## config.mk

```make
export PLATFORM = sky130hd
export DESIGN_NAME = ctrl_pipe
export DESIGN_NICKNAME = d
export VERILOG_FILES = /design/src/rtl/ctrl_pipe.sv
export SDC_FILE = /design/constraint.sdc
export NUM_CORES = 1
export LEC_CHECK = 0
export ABC_AREA = 0
export CORE_UTILIZATION = 37
export CTS_BUF_LIST = sky130_fd_sc_hd__clkbuf_16
export DETAILED_ROUTE_END_ITERATION = 8
export PLACE_DENSITY = 0.75
export SLEW_MARGIN = 20
export SYNTH_ARGS = -nofsm -noshare
export SYNTH_HDL_FRONTEND = slang
export SYNTH_SLANG_ARGS = --single-unit
```

## constraint.sdc

```tcl
create_clock -name clk_i -period 1.7 [get_ports clk_i]
set_input_delay 0.255 -clock clk_i [delete_from_list [all_inputs] [get_ports clk_i]]
set_output_delay 0.255 -clock clk_i [all_outputs]
set_load 0.005 [all_outputs]
```

## src/rtl/ctrl_pipe.sv

```systemverilog
// ctrl_pipe: pipelined main control unit for the 5-stage MIPS datapath.
// Decodes the ID-stage opcode and carries the control word through the
// ID/EX, EX/MEM and MEM/WB stage registers. It also detects load-use hazards.
// Optional feature macro: CTRL_ILLEGAL_TRAP_EN (sticky illegal-opcode flag).
module ctrl_pipe #(
  parameter int INSTR_W    = 32,
  parameter int OPC_MSB    = 31,
  parameter int REG_ADDR_W = 5,
  parameter int HAZ_DETECT = 1
) (
  input  logic               clk_i,
  input  logic               rst_i,
  input  logic [INSTR_W-1:0] instr_i,
  input  logic               valid_i,
  input  logic               stall_i,
  input  logic               flush_i,
  output logic               hazard_stall_o,
  output logic               ex_valid_o,
  output logic [1:0]         ex_alu_op_o,
  output logic               ex_alu_src_o,
  output logic               ex_reg_dst_o,
  output logic               ex_branch_o,
  output logic               ex_jump_o,
  output logic               mem_read_o,
  output logic               mem_write_o,
  output logic               wb_reg_write_o,
  output logic               wb_mem_to_reg_o,
  output logic               illegal_o
);

  // Control word layout: {reg_write, mem_to_reg, mem_read, mem_write,
  //                       alu_src, reg_dst, branch, jump, alu_op[1:0]}
  logic [5:0]            opcode;
  logic [REG_ADDR_W-1:0] rs_id;
  logic [REG_ADDR_W-1:0] rt_id;
  logic [9:0]            dec_ctrl;
  logic                  dec_legal;
  logic                  use_rs;
  logic                  use_rt;
  logic                  dec_valid;
  logic                  hazard_raw;
  logic                  unused_instr_bits;

  logic [9:0]            ex_ctrl_q;
  logic                  ex_valid_q;
  logic [REG_ADDR_W-1:0] ex_rt_q;
  logic [3:0]            mem_ctrl_q;  // reg_write, mem_to_reg, mem_read, mem_write
  logic [1:0]            wb_ctrl_q;   // reg_write, mem_to_reg

  assign opcode = instr_i[OPC_MSB -: 6];
  assign rs_id  = instr_i[21 +: REG_ADDR_W];
  assign rt_id  = instr_i[16 +: REG_ADDR_W];
  assign unused_instr_bits = ^instr_i;

  // Opcode decode, plus which source registers each instruction reads.
  always_comb begin
    dec_ctrl  = '0;
    dec_legal = 1'b0;
    use_rs    = 1'b0;
    use_rt    = 1'b0;
    case (opcode)
      6'b000000: begin dec_ctrl = 10'b1000010010; dec_legal = 1'b1; use_rs = 1'b1; use_rt = 1'b1; end
      6'b001101: begin dec_ctrl = 10'b1000100011; dec_legal = 1'b1; use_rs = 1'b1; end
      6'b001000: begin dec_ctrl = 10'b1000100000; dec_legal = 1'b1; use_rs = 1'b1; end
      6'b100011: begin dec_ctrl = 10'b1110100000; dec_legal = 1'b1; use_rs = 1'b1; end
      6'b101011: begin dec_ctrl = 10'b0001100000; dec_legal = 1'b1; use_rs = 1'b1; use_rt = 1'b1; end
      6'b000100: begin dec_ctrl = 10'b0000001001; dec_legal = 1'b1; use_rs = 1'b1; use_rt = 1'b1; end
      6'b000010: begin dec_ctrl = 10'b0000000100; dec_legal = 1'b1; end
      default:   begin dec_ctrl = '0; dec_legal = 1'b0; end
    endcase
    if (!valid_i) begin
      dec_ctrl = '0;
      use_rs   = 1'b0;
      use_rt   = 1'b0;
    end
  end

  assign dec_valid = valid_i & dec_legal;

  // A load in EX whose destination is read by the ID instruction.
  assign hazard_raw = ex_valid_q & ex_ctrl_q[7] & (ex_rt_q != '0) & valid_i &
                      ((use_rs & (ex_rt_q == rs_id)) | (use_rt & (ex_rt_q == rt_id)));

  assign hazard_stall_o = (HAZ_DETECT != 0) & hazard_raw & ~flush_i;

  // Stage registers: stall holds everything; flush or hazard inject a bubble.
  always_ff @(posedge clk_i or posedge rst_i) begin
    if (rst_i) begin
      ex_ctrl_q  <= '0;
      ex_valid_q <= 1'b0;
      ex_rt_q    <= '0;
      mem_ctrl_q <= '0;
      wb_ctrl_q  <= '0;
    end else if (!stall_i) begin
      if (flush_i || hazard_stall_o || !dec_valid) begin
        ex_ctrl_q  <= '0;
        ex_valid_q <= 1'b0;
        ex_rt_q    <= '0;
      end else begin
        ex_ctrl_q  <= dec_ctrl;
        ex_valid_q <= 1'b1;
        ex_rt_q    <= rt_id;
      end
      mem_ctrl_q <= ex_ctrl_q[9:6];
      wb_ctrl_q  <= mem_ctrl_q[3:2];
    end
  end

`ifdef CTRL_ILLEGAL_TRAP_EN
  logic illegal_q;

  // Sticky flag for an accepted undefined opcode; cleared only by reset.
  always_ff @(posedge clk_i or posedge rst_i) begin
    if (rst_i)
      illegal_q <= 1'b0;
    else if (valid_i && !dec_legal && !stall_i && !flush_i)
      illegal_q <= 1'b1;
  end

  assign illegal_o = illegal_q;
`else
  assign illegal_o = 1'b0;
`endif

  assign ex_valid_o      = ex_valid_q;
  assign ex_alu_op_o     = ex_ctrl_q[1:0];
  assign ex_alu_src_o    = ex_ctrl_q[5];
  assign ex_reg_dst_o    = ex_ctrl_q[4];
  assign ex_branch_o     = ex_ctrl_q[3];
  assign ex_jump_o       = ex_ctrl_q[2];
  assign mem_read_o      = mem_ctrl_q[1];
  assign mem_write_o     = mem_ctrl_q[0];
  assign wb_reg_write_o  = wb_ctrl_q[1];
  assign wb_mem_to_reg_o = wb_ctrl_q[0];

endmodule

```

==> results of run 1 <==
## final cells by class
class	instances	share of cell area, %
sequential	20	26.2
multi-input combinational	77	33.9
clock buffer	3	3.94
clock inverter	1	1.57
inverter	2	0.394
tap	31	2.03
timing repair buffer	68	31.9
## cell usage after synthesis
cell and instances:
sky130_fd_sc_hd__a32o_1 4, sky130_fd_sc_hd__nor4_1 3, sky130_fd_sc_hd__nor2_1 6, sky130_fd_sc_hd__a21oi_1 3, sky130_fd_sc_hd__nand4_1 1, sky130_fd_sc_hd__a22o_1 9
sky130_fd_sc_hd__xor2_1 2, sky130_fd_sc_hd__dlygate4sd1_1 1, sky130_fd_sc_hd__nand3_1 3, sky130_fd_sc_hd__nand2b_1 1, sky130_fd_sc_hd__inv_1 2, sky130_fd_sc_hd__o22ai_1 1
sky130_fd_sc_hd__buf_4 4, sky130_fd_sc_hd__nor3_1 2, sky130_fd_sc_hd__dfrtp_1 20, sky130_fd_sc_hd__o21ai_0 2, sky130_fd_sc_hd__nor2b_1 1, sky130_fd_sc_hd__nand2_1 9
sky130_fd_sc_hd__and4b_1 1, sky130_fd_sc_hd__or4_1 1, sky130_fd_sc_hd__nor4_2 1, sky130_fd_sc_hd__o41ai_2 1, sky130_fd_sc_hd__nor3b_1 1, sky130_fd_sc_hd__conb_1 1
sky130_fd_sc_hd__clkbuf_1 2, sky130_fd_sc_hd__and2_2 1, sky130_fd_sc_hd__a21o_2 1, sky130_fd_sc_hd__o31ai_4 1, sky130_fd_sc_hd__and3_1 2, sky130_fd_sc_hd__xnor2_1 11
sky130_fd_sc_hd__mux2_2 5, sky130_fd_sc_hd__or2_2 2, sky130_fd_sc_hd__o21ai_2 1
## registers in the layout, indices dropped and copies added (netlist names)
signal      flops
ex_ctrl_q       9
ex_rt_q         5
ex_valid_o      1
mem_ctrl_q      3
wb_ctrl_q       2
## what timing repair did
action,in CTS,in global routing
resized for setup,17,8
pin swaps,22,10
endpoints found under the setup margin,16,16
hold endpoints to repair,0,0
gates cloned,0,0
buffers inserted,5,1
## kinds of logic (layout without fill, tap and decap cells)
logic type / count (synthesis) / after routing / share of synthesized area [%]
multiplexers: 5 / 5 / 5.02
AO/OA/AOI/OAI: 23 / 23 / 18.3
other: 1 / 1 / 0.334
buffers and inverters: 9 / 74 / 4.79
AND/OR/NAND/NOR: 35 / 35 / 16.8
flip-flops: 20 / 20 / 44.6
XOR/XNOR: 13 / 13 / 10.1
## worst max-delay path, stage by stage, from the launching register on
cell                      delay (ns)
sky130_fd_sc_hd__dfrtp_1        0.41
sky130_fd_sc_hd__buf_6          0.14
sky130_fd_sc_hd__xnor2_2        0.12
sky130_fd_sc_hd__nand4_1        0.14
sky130_fd_sc_hd__nor4_2         0.33
sky130_fd_sc_hd__nor2_1         0.07
sky130_fd_sc_hd__nor3_1         0.17
sky130_fd_sc_hd__buf_2          0.14
## power by group
part	total (W)	switching [W]	internal, W
Sequential	0.000484	0.00000306	0.000481
Combinational	0.000204	0.0000897	0.000114
Clock	0.000641	0.000174	0.000467
Total	0.00133	0.000267	0.00106
## layout by cell type, fill, tap and decap left out, types with 2 or more instances in the layout
cell type	n
sky130_fd_sc_hd__a21oi_1	3
sky130_fd_sc_hd__a22o_1	9
sky130_fd_sc_hd__a32o_1	4
sky130_fd_sc_hd__and3_1	2
sky130_fd_sc_hd__buf_4	31
sky130_fd_sc_hd__buf_6	5
sky130_fd_sc_hd__clkbuf_16	3
sky130_fd_sc_hd__clkdlybuf4s50_1	28
sky130_fd_sc_hd__dfrtp_1	20
sky130_fd_sc_hd__dlymetal6s2s_1	2
sky130_fd_sc_hd__inv_1	2
sky130_fd_sc_hd__mux2_2	5
sky130_fd_sc_hd__nand2_1	9
sky130_fd_sc_hd__nand3_1	2
sky130_fd_sc_hd__nor2_1	5
sky130_fd_sc_hd__nor3_1	2
sky130_fd_sc_hd__nor4_1	2
sky130_fd_sc_hd__xnor2_1	8
sky130_fd_sc_hd__xnor2_2	3
sky130_fd_sc_hd__xor2_1	2
## metrics by stage
stage	area, um^2	hold slack, ns	utilization [%]
6_report	1910	0.349	68.0
5_1_grt	1910	0.384	68.0
4_1_cts	1860	0.365	66.4
3_5_place_dp	1670	0.465	59.5
3_3_place_gp	1670	0.465	59.5
2_1_floorplan	1120	0.219	-
## metal layers
layer	share of wire, %	up-vias	wire length [um]
met2	53	23	1620
met5	0	-	0
met1	42	516	1280
met3	2.7	6	83
li1	-	518	-
met4	1.9	0	59
## final timing paths
path	to	cells past startpoint	startpoint	slack, ns
max in group asynchronous	ex_ctrl_q[2]	3	rst_i	1.13
setup / recovery	hazard_stall_o	7	ex_rt_q[0]	-0.32
min in group clk_i	ex_ctrl_q[6]	1	ex_ctrl_q[6]	0.49
hold / removal	wb_ctrl_q[0]	3	rst_i	0.35
hold reg to reg	ex_ctrl_q[6]	1	ex_ctrl_q[6]	0.49
setup reg to reg	ex_ctrl_q[5]	7	ex_rt_q[0]	-0.27
==> impl_summary.log, run 1 <==
[metrics] result of the run: complete, but fails checks
[metrics] failing checks: DRC, setup timing
[metrics] total power density per cell area: 697 nW/um^2
[metrics] DP Cell Count: slightly below 200
[metrics] Layout Skew: around 0.0029 ns
[metrics] post-synthesis cell type count: 33
[metrics] cell taking the most area after synthesis: sky130_fd_sc_hd__dfrtp_1
[metrics] final std cells w/o fill: around 200
[metrics] Area contributors post-synth: sky130_fd_sc_hd__dfrtp_1 (45%), sky130_fd_sc_hd__xnor2_1 (8.6%), sky130_fd_sc_hd__a22o_1 (7.0%)
[metrics] fin crit period: just over 2 ns
[metrics] class of the tightest hold or removal check: input port to asynchronous set/reset pin
[metrics] detailed-route via count: between 1k and 1.5k
[metrics] Leakage Power: about 0.89 nW
[metrics] overall power of the completed layout: 0.00133 W
[metrics] DPL Wire Length: roughly 2100 um
[metrics] mean area per synthesized cell: roughly 11 um^2
[metrics] final hold viol count: 0
[metrics] gp weighted congestion: roughly 0.84
[metrics] via density per instance: roughly 5.3
[metrics] met1 layer usage reported by global route: 24.2%
[metrics] critical path data arrival time: between 1.5 and 2 ns
[metrics] Routed WL per cell: roughly 15 um
[metrics] TritonCTS clock tree: yes
[metrics] quantity of hold-fixing buffers added after cts: 0
[metrics] count of buffers inserted at the top-level ports: 32
[metrics] Root Driver: sky130_fd_sc_hd__clkbuf_16
[metrics] number of filler cells placed in the layout: approximately 220
[metrics] routing usage on met2: 36.5%
[metrics] number of slew-limit violations in the final report: 0
[metrics] number of nets with antenna violations after routing: 0
[metrics] part of the cycle the worst path needs: 119%
[metrics] height of the die: 57.1 um
[metrics] number of antenna violations at the first check in global routing: 0
[metrics] nets in the synthesized netlist: roughly 140
[metrics] worst-case setup margin in the final layout: -0.321 ns
[metrics] Ports: 50
[metrics] Horiz. Die Dim: between 50 and 60 um
[metrics] required time of the critical path: approximately 1.4 ns
[metrics] # H-tree levels: 1
[metrics] Total Negative Setup Slacks: -3.63 ns
[metrics] number of global-route vias before repair: 1085
[metrics] deepest clock path buffer count: 2
[metrics] worst slack at placement: -0.723 ns
[metrics] largest net degree at the start of global routing: 21
[metrics] area growth from synthesis to layout: 69.9%
[metrics] number of nets in the layout: 209
[metrics] number of sinks on the clock net: 20
[metrics] count of max-cap constraint violations: 0
[metrics] synthesized instance count: about 110
[metrics] initial drt markers: 29
[metrics] Core Box Area: about 2800 um^2
[metrics] Synth warnings: 0
[metrics] die footprint: between 3000 and 4000 um^2
[metrics] sequential share of the synthesized area: 44.6%
[metrics] endpoint kind of the worst setup timing path: output port
[metrics] effective utilization at floorplan: roughly 40%
[metrics] Detailed Routing Iterations Pass 1: 6
[metrics] combined flip-flop and latch cell area: around 500 um^2
[metrics] largest vdd supply drop: approximately 0.49 mV
[metrics] global routing met3 resource utilization: 4.31%
[metrics] RSZ-0062 raised after global routing: yes
[metrics] number of design rule violations left after detail routing: 4
[metrics] Routed Wire Length: 3050 um
[metrics] post-synthesis sequential element count: 20
[metrics] fraction of synthesized cell area taken by the top area cell type: between 40% and 50%
[metrics] most used routing layer: met2
[metrics] Max Fclk: between 400 and 500 MHz
[metrics] crit path max fanout: 3
[metrics] Worst Setup Start Kind: flip-flop
[metrics] Final setup violation count: 15
[metrics] total overflow reported by the global router: 0
[metrics] num rows: 19
[metrics] number of buffers created by CTS: 3
[metrics] synthesized cell area: about 1100 um^2
[metrics] footprint of the multi-input gates: ~650 um^2
[metrics] crit path kind: flip-flop to output port
[metrics] clock latency on the worst-skew pair: around 0.25 ns
[metrics] global-route usage over all layers: about a fifth
[metrics] fraction of layout instances using a drive strength above 1: a little over a third
[metrics] first-pass GRT wire length: roughly 5000 um
[metrics] number of antenna repair diodes: 0
[metrics] CTS clock-pin slew for the worst setup and hold paths: around 0.060 ns
(Power assumes the default switching activity.)
==> inputs of run 2 (changes only) <==
SETUP_SLACK_MARGIN = 0.4   (was not set)
clock period = 1.8 ns   (was 1.7 ns; I/O delays follow)
==> impl_summary.log, run 2 (synthesis results as in run 1) <==
[metrics] result of the run: complete, but fails checks (unchanged)
[metrics] failing checks: DRC, setup timing (unchanged)
[metrics] number of antenna repair diodes: 0 (unchanged)
[metrics] num rows: 19 (unchanged)
[metrics] initial drt markers: 24 (was 29)
[metrics] required time of the critical path: 1.99 ns (was 1.44 ns)
[metrics] number of global-route vias before repair: 1069 (was 1085)
[metrics] worst-case setup margin in the final layout: -0.292 ns (was -0.321 ns)
[metrics] final std cells w/o fill: 204 (was 202)
[metrics] FF-to-FF setup slack: -0.29 ns (was -0.27 ns)
[metrics] total overflow reported by the global router: 0 (unchanged)
[metrics] Final setup violation count: 16 (was 15)
[metrics] share of power burned in the clock network: 48.2% (about the same)
[metrics] fin crit period: around 2.1 ns
[metrics] Ports: 50 (unchanged)
[metrics] Reg2Reg Launch Point: ex_rt_q[1] (was ex_rt_q[0])
[metrics] final hold viol count: 0 (unchanged)
[metrics] Layout Skew: 0.00161 ns (was 0.00293 ns)
[metrics] # H-tree levels: 1 (unchanged)
[metrics] Leakage Power: 0.975 nW (was 0.893 nW)
[metrics] Routed WL per cell: 16.0 um (was 15.1 um)
[metrics] gp weighted congestion: 0.785 (was 0.837)
[metrics] number of sinks on the clock net: 20 (unchanged)
[metrics] count of buffers inserted at the top-level ports: 32 (unchanged)
[metrics] cells traversed along the worst timing path: or4_4 -> o21ai_4 -> buf_6 -> o41ai_4 -> buf_4 -> o31ai_4 -> buf_6 -> a22o_1 (was buf_6 -> xnor2_2 -> nand4_1 -> nor4_2 -> nor2_1 -> nor3_1 -> buf_2)
[metrics] Worst Reg2Reg Path Length in Cells: 8 (was 7)
[metrics] crit path kind: flip-flop to flip-flop (was flip-flop to output port)
[metrics] Routed Wire Length: 3260 um (was 3050 um)
[metrics] Reg-to-Reg End: ex_rt_q[1] (was ex_ctrl_q[5])
[metrics] number of nets with antenna violations after routing: 0 (unchanged)
[metrics] area growth from synthesis to layout: 73.1% (was 69.9%)
[metrics] Comb power frac: 15.5% (was 15.4%)
[metrics] Horiz. Die Dim: 57.1 um (unchanged)
[metrics] clock latency on the worst-skew pair: 0.25 ns (about the same)
[metrics] largest net degree at the start of global routing: 21 (unchanged)
[metrics] DPL Wire Length: 2010 um (was 2100 um)
[metrics] count of max-cap constraint violations: 0 (unchanged)
[metrics] detailed-route via count: 1116 (was 1063)
[metrics] Core Box Area: 2810 um^2 (unchanged)
[metrics] global-route usage over all layers: 21.0% (was 20.1%)
[metrics] net switching power: 0.000259 W (was 0.000267 W)
[metrics] number of nets in the layout: 211 (was 209)
[metrics] Biggest register: ex_ctrl_q (unchanged)
[metrics] number of slew-limit violations in the final report: 0 (unchanged)
[metrics] largest vdd supply drop: 0.608 mV (was 0.488 mV)
[metrics] TritonCTS clock tree: yes (unchanged)
[metrics] combined buffer and inverter count along the critical path: 3 (was 2)
[metrics] class of the tightest hold or removal check: input port to asynchronous set/reset pin (unchanged)
[metrics] height of the die: 57.1 um (unchanged)
[metrics] RSZ-0062 raised after global routing: yes (unchanged)
[metrics] biggest registers after layout: ex_ctrl_q: 9 flops, ex_rt_q: 5 flops, mem_ctrl_q: 3 flops (unchanged)
[metrics] Worst Setup Start Kind: flip-flop (unchanged)
[metrics] most frequent cells in the layout: sky130_fd_sc_hd__buf_4 (32), sky130_fd_sc_hd__clkdlybuf4s50_1 (22), sky130_fd_sc_hd__dfrtp_1 (20) (was sky130_fd_sc_hd__buf_4 (31), sky130_fd_sc_hd__clkdlybuf4s50_1 (28), sky130_fd_sc_hd__dfrtp_1 (20))
[metrics] destination of the critical timing path: ex_rt_q[1] (was hazard_stall_o)
[metrics] DP Cell Count: 186 (was 193)
[metrics] deepest clock path buffer count: 2 (unchanged)
[metrics] timing startpoint of the critical path: ex_rt_q[1] (was ex_rt_q[0])
[metrics] number of design rule violations left after detail routing: 4 (unchanged)
[metrics] worst slack at placement: -0.724 ns (was -0.723 ns)
[metrics] via density per instance: 5.47 (was 5.26)
[metrics] number of gates on the worst path with buffers counted: 8 (was 7)
[metrics] fraction of layout instances using a drive strength above 1: 38.2% (was 35.7%)
[metrics] sequential share of power: 36.2% (was 36.4%)
[metrics] master of the slowest instance on the critical path: sky130_fd_sc_hd__or4_4 (was sky130_fd_sc_hd__dfrtp_1)
[metrics] overall power of the completed layout: 0.00126 W (was 0.00133 W)
[metrics] effective utilization at floorplan: 40.0% (unchanged)
[metrics] part of the cycle the worst path needs: 116%
[metrics] Top cell by count, worst path: sky130_fd_sc_hd__buf_6
[metrics] Max Fclk: roughly 480 MHz
[metrics] Root Driver: sky130_fd_sc_hd__clkbuf_16 (unchanged)
[metrics] crit path max fanout: 4 (was 3)
[metrics] endpoint kind of the worst setup timing path: flip-flop (was output port)
[metrics] first-pass GRT wire length: 5170 um (was 4950 um)
[metrics] total power density per cell area: 649 nW/um^2 (was 697 nW/um^2)
[metrics] die footprint: 3260 um^2 (unchanged)
[metrics] number of buffers created by CTS: 3 (unchanged)
[metrics] internal cell power: 0.00100 W (was 0.00106 W)
[metrics] max reg flops: 9 (unchanged)
[metrics] cell family contributing the most delay on the critical path: compound AO/OA/AOI/OAI gates (was simple AND/OR/NAND/NOR gates)
[metrics] sw frac: 20.5% (was 20.1%)
[metrics] number of antenna violations at the first check in global routing: 0 (unchanged)
[metrics] critical path data arrival time: 2.28 ns (was 1.77 ns)
[metrics] CTS clock-pin slew for the worst setup and hold paths: 0.06 ns (about the same)
[metrics] Detailed Routing Iterations Pass 1: 6 (unchanged)
[metrics] Max stage delay on crit path: 0.56 ns (was 0.41 ns)
[metrics] most common cell after layout, fill and taps aside: sky130_fd_sc_hd__buf_4 (unchanged)
==> run 2: worst min-delay path by stage <==
stage                             from      endpoint  slack [ns]  cells past startpoint
after global placement    ex_ctrl_q[2]  ex_ctrl_q[2]        0.47                      2
final                            rst_i  wb_ctrl_q[1]        0.35                      3
after floorplan                  rst_i  ex_ctrl_q[0]        0.23                      1
after global routing             rst_i  wb_ctrl_q[1]        0.38                      3
after detailed placement  ex_ctrl_q[2]  ex_ctrl_q[2]        0.48                      2
after CTS                        rst_i  wb_ctrl_q[1]        0.36                      3
==> run 2: layout make-up <==
class / count / area (um^2)
clock buffers: 3 / 75.1
well taps: 31 / 38.8
multi-input cells: 77 / 651
flip-flops and latches: 20 / 500
inverters: 2 / 7.51
repair buffers: 70 / 641
fillers: 220 / 862
clock inverters: 1 / 30.0
==> run 2: timing repair <==
action | in CTS | in global routing
setup buffers | 10 | 4
gates resized for setup | 25 | 8
pin swaps | 19 | 9
hold buffers | 0 | 0
endpoints found under the setup margin | 17 | 23
==> run 2: metrics by stage <==
step	area [um^2]	util, %	setup TNS, ns	hold WS (ns)
2_1_floorplan	1120	-	0	0.234
3_3_place_gp	1620	57.7	-4.68	0.470
3_5_place_dp	1620	57.7	-5.35	0.480
4_1_cts	1880	67.0	-3.35	0.360
5_1_grt	1940	69.3	-4.88	0.379
6_report	1940	69.3	-3.92	0.353
==> run 2: worst reg2reg max path, stage by stage (launching register included) <==
cell and delay (ns):
sky130_fd_sc_hd__dfrtp_1 0.40, sky130_fd_sc_hd__or4_4 0.56, sky130_fd_sc_hd__o21ai_4 0.20, sky130_fd_sc_hd__buf_6 0.13
sky130_fd_sc_hd__o41ai_4 0.05, sky130_fd_sc_hd__buf_4 0.17, sky130_fd_sc_hd__o31ai_4 0.24, sky130_fd_sc_hd__buf_6 0.14
sky130_fd_sc_hd__a22o_1 0.13
==> run 2: power groups by stage <==
stage	registers, W	logic, W	clock network, W
6_report	0.000457	0.000196	0.000608
5_1_grt	0.000457	0.000209	0.000639
4_1_cts	0.000457	0.000187	0.000623
3_5_place_dp	0.000465	0.000167	0
3_3_place_gp	0.000465	0.000162	0
2_1_floorplan	0.000465	0.0000720	0
==> run 2: per-layer routing <==
metal	wire length [um]	share of wire (%)	GRT usage [%]
met5	0	0	0
met2	1670	51	33.9
met4	85	2.6	9.06
met3	165	5.1	4.08
met1	1330	41	27.5
==> inputs of run 3 (changes only) <==
SLEW_MARGIN = not set   (was 20)
==> results of run 3 <==
No change in the layout: final DEF, timing and power equal those of run 2.
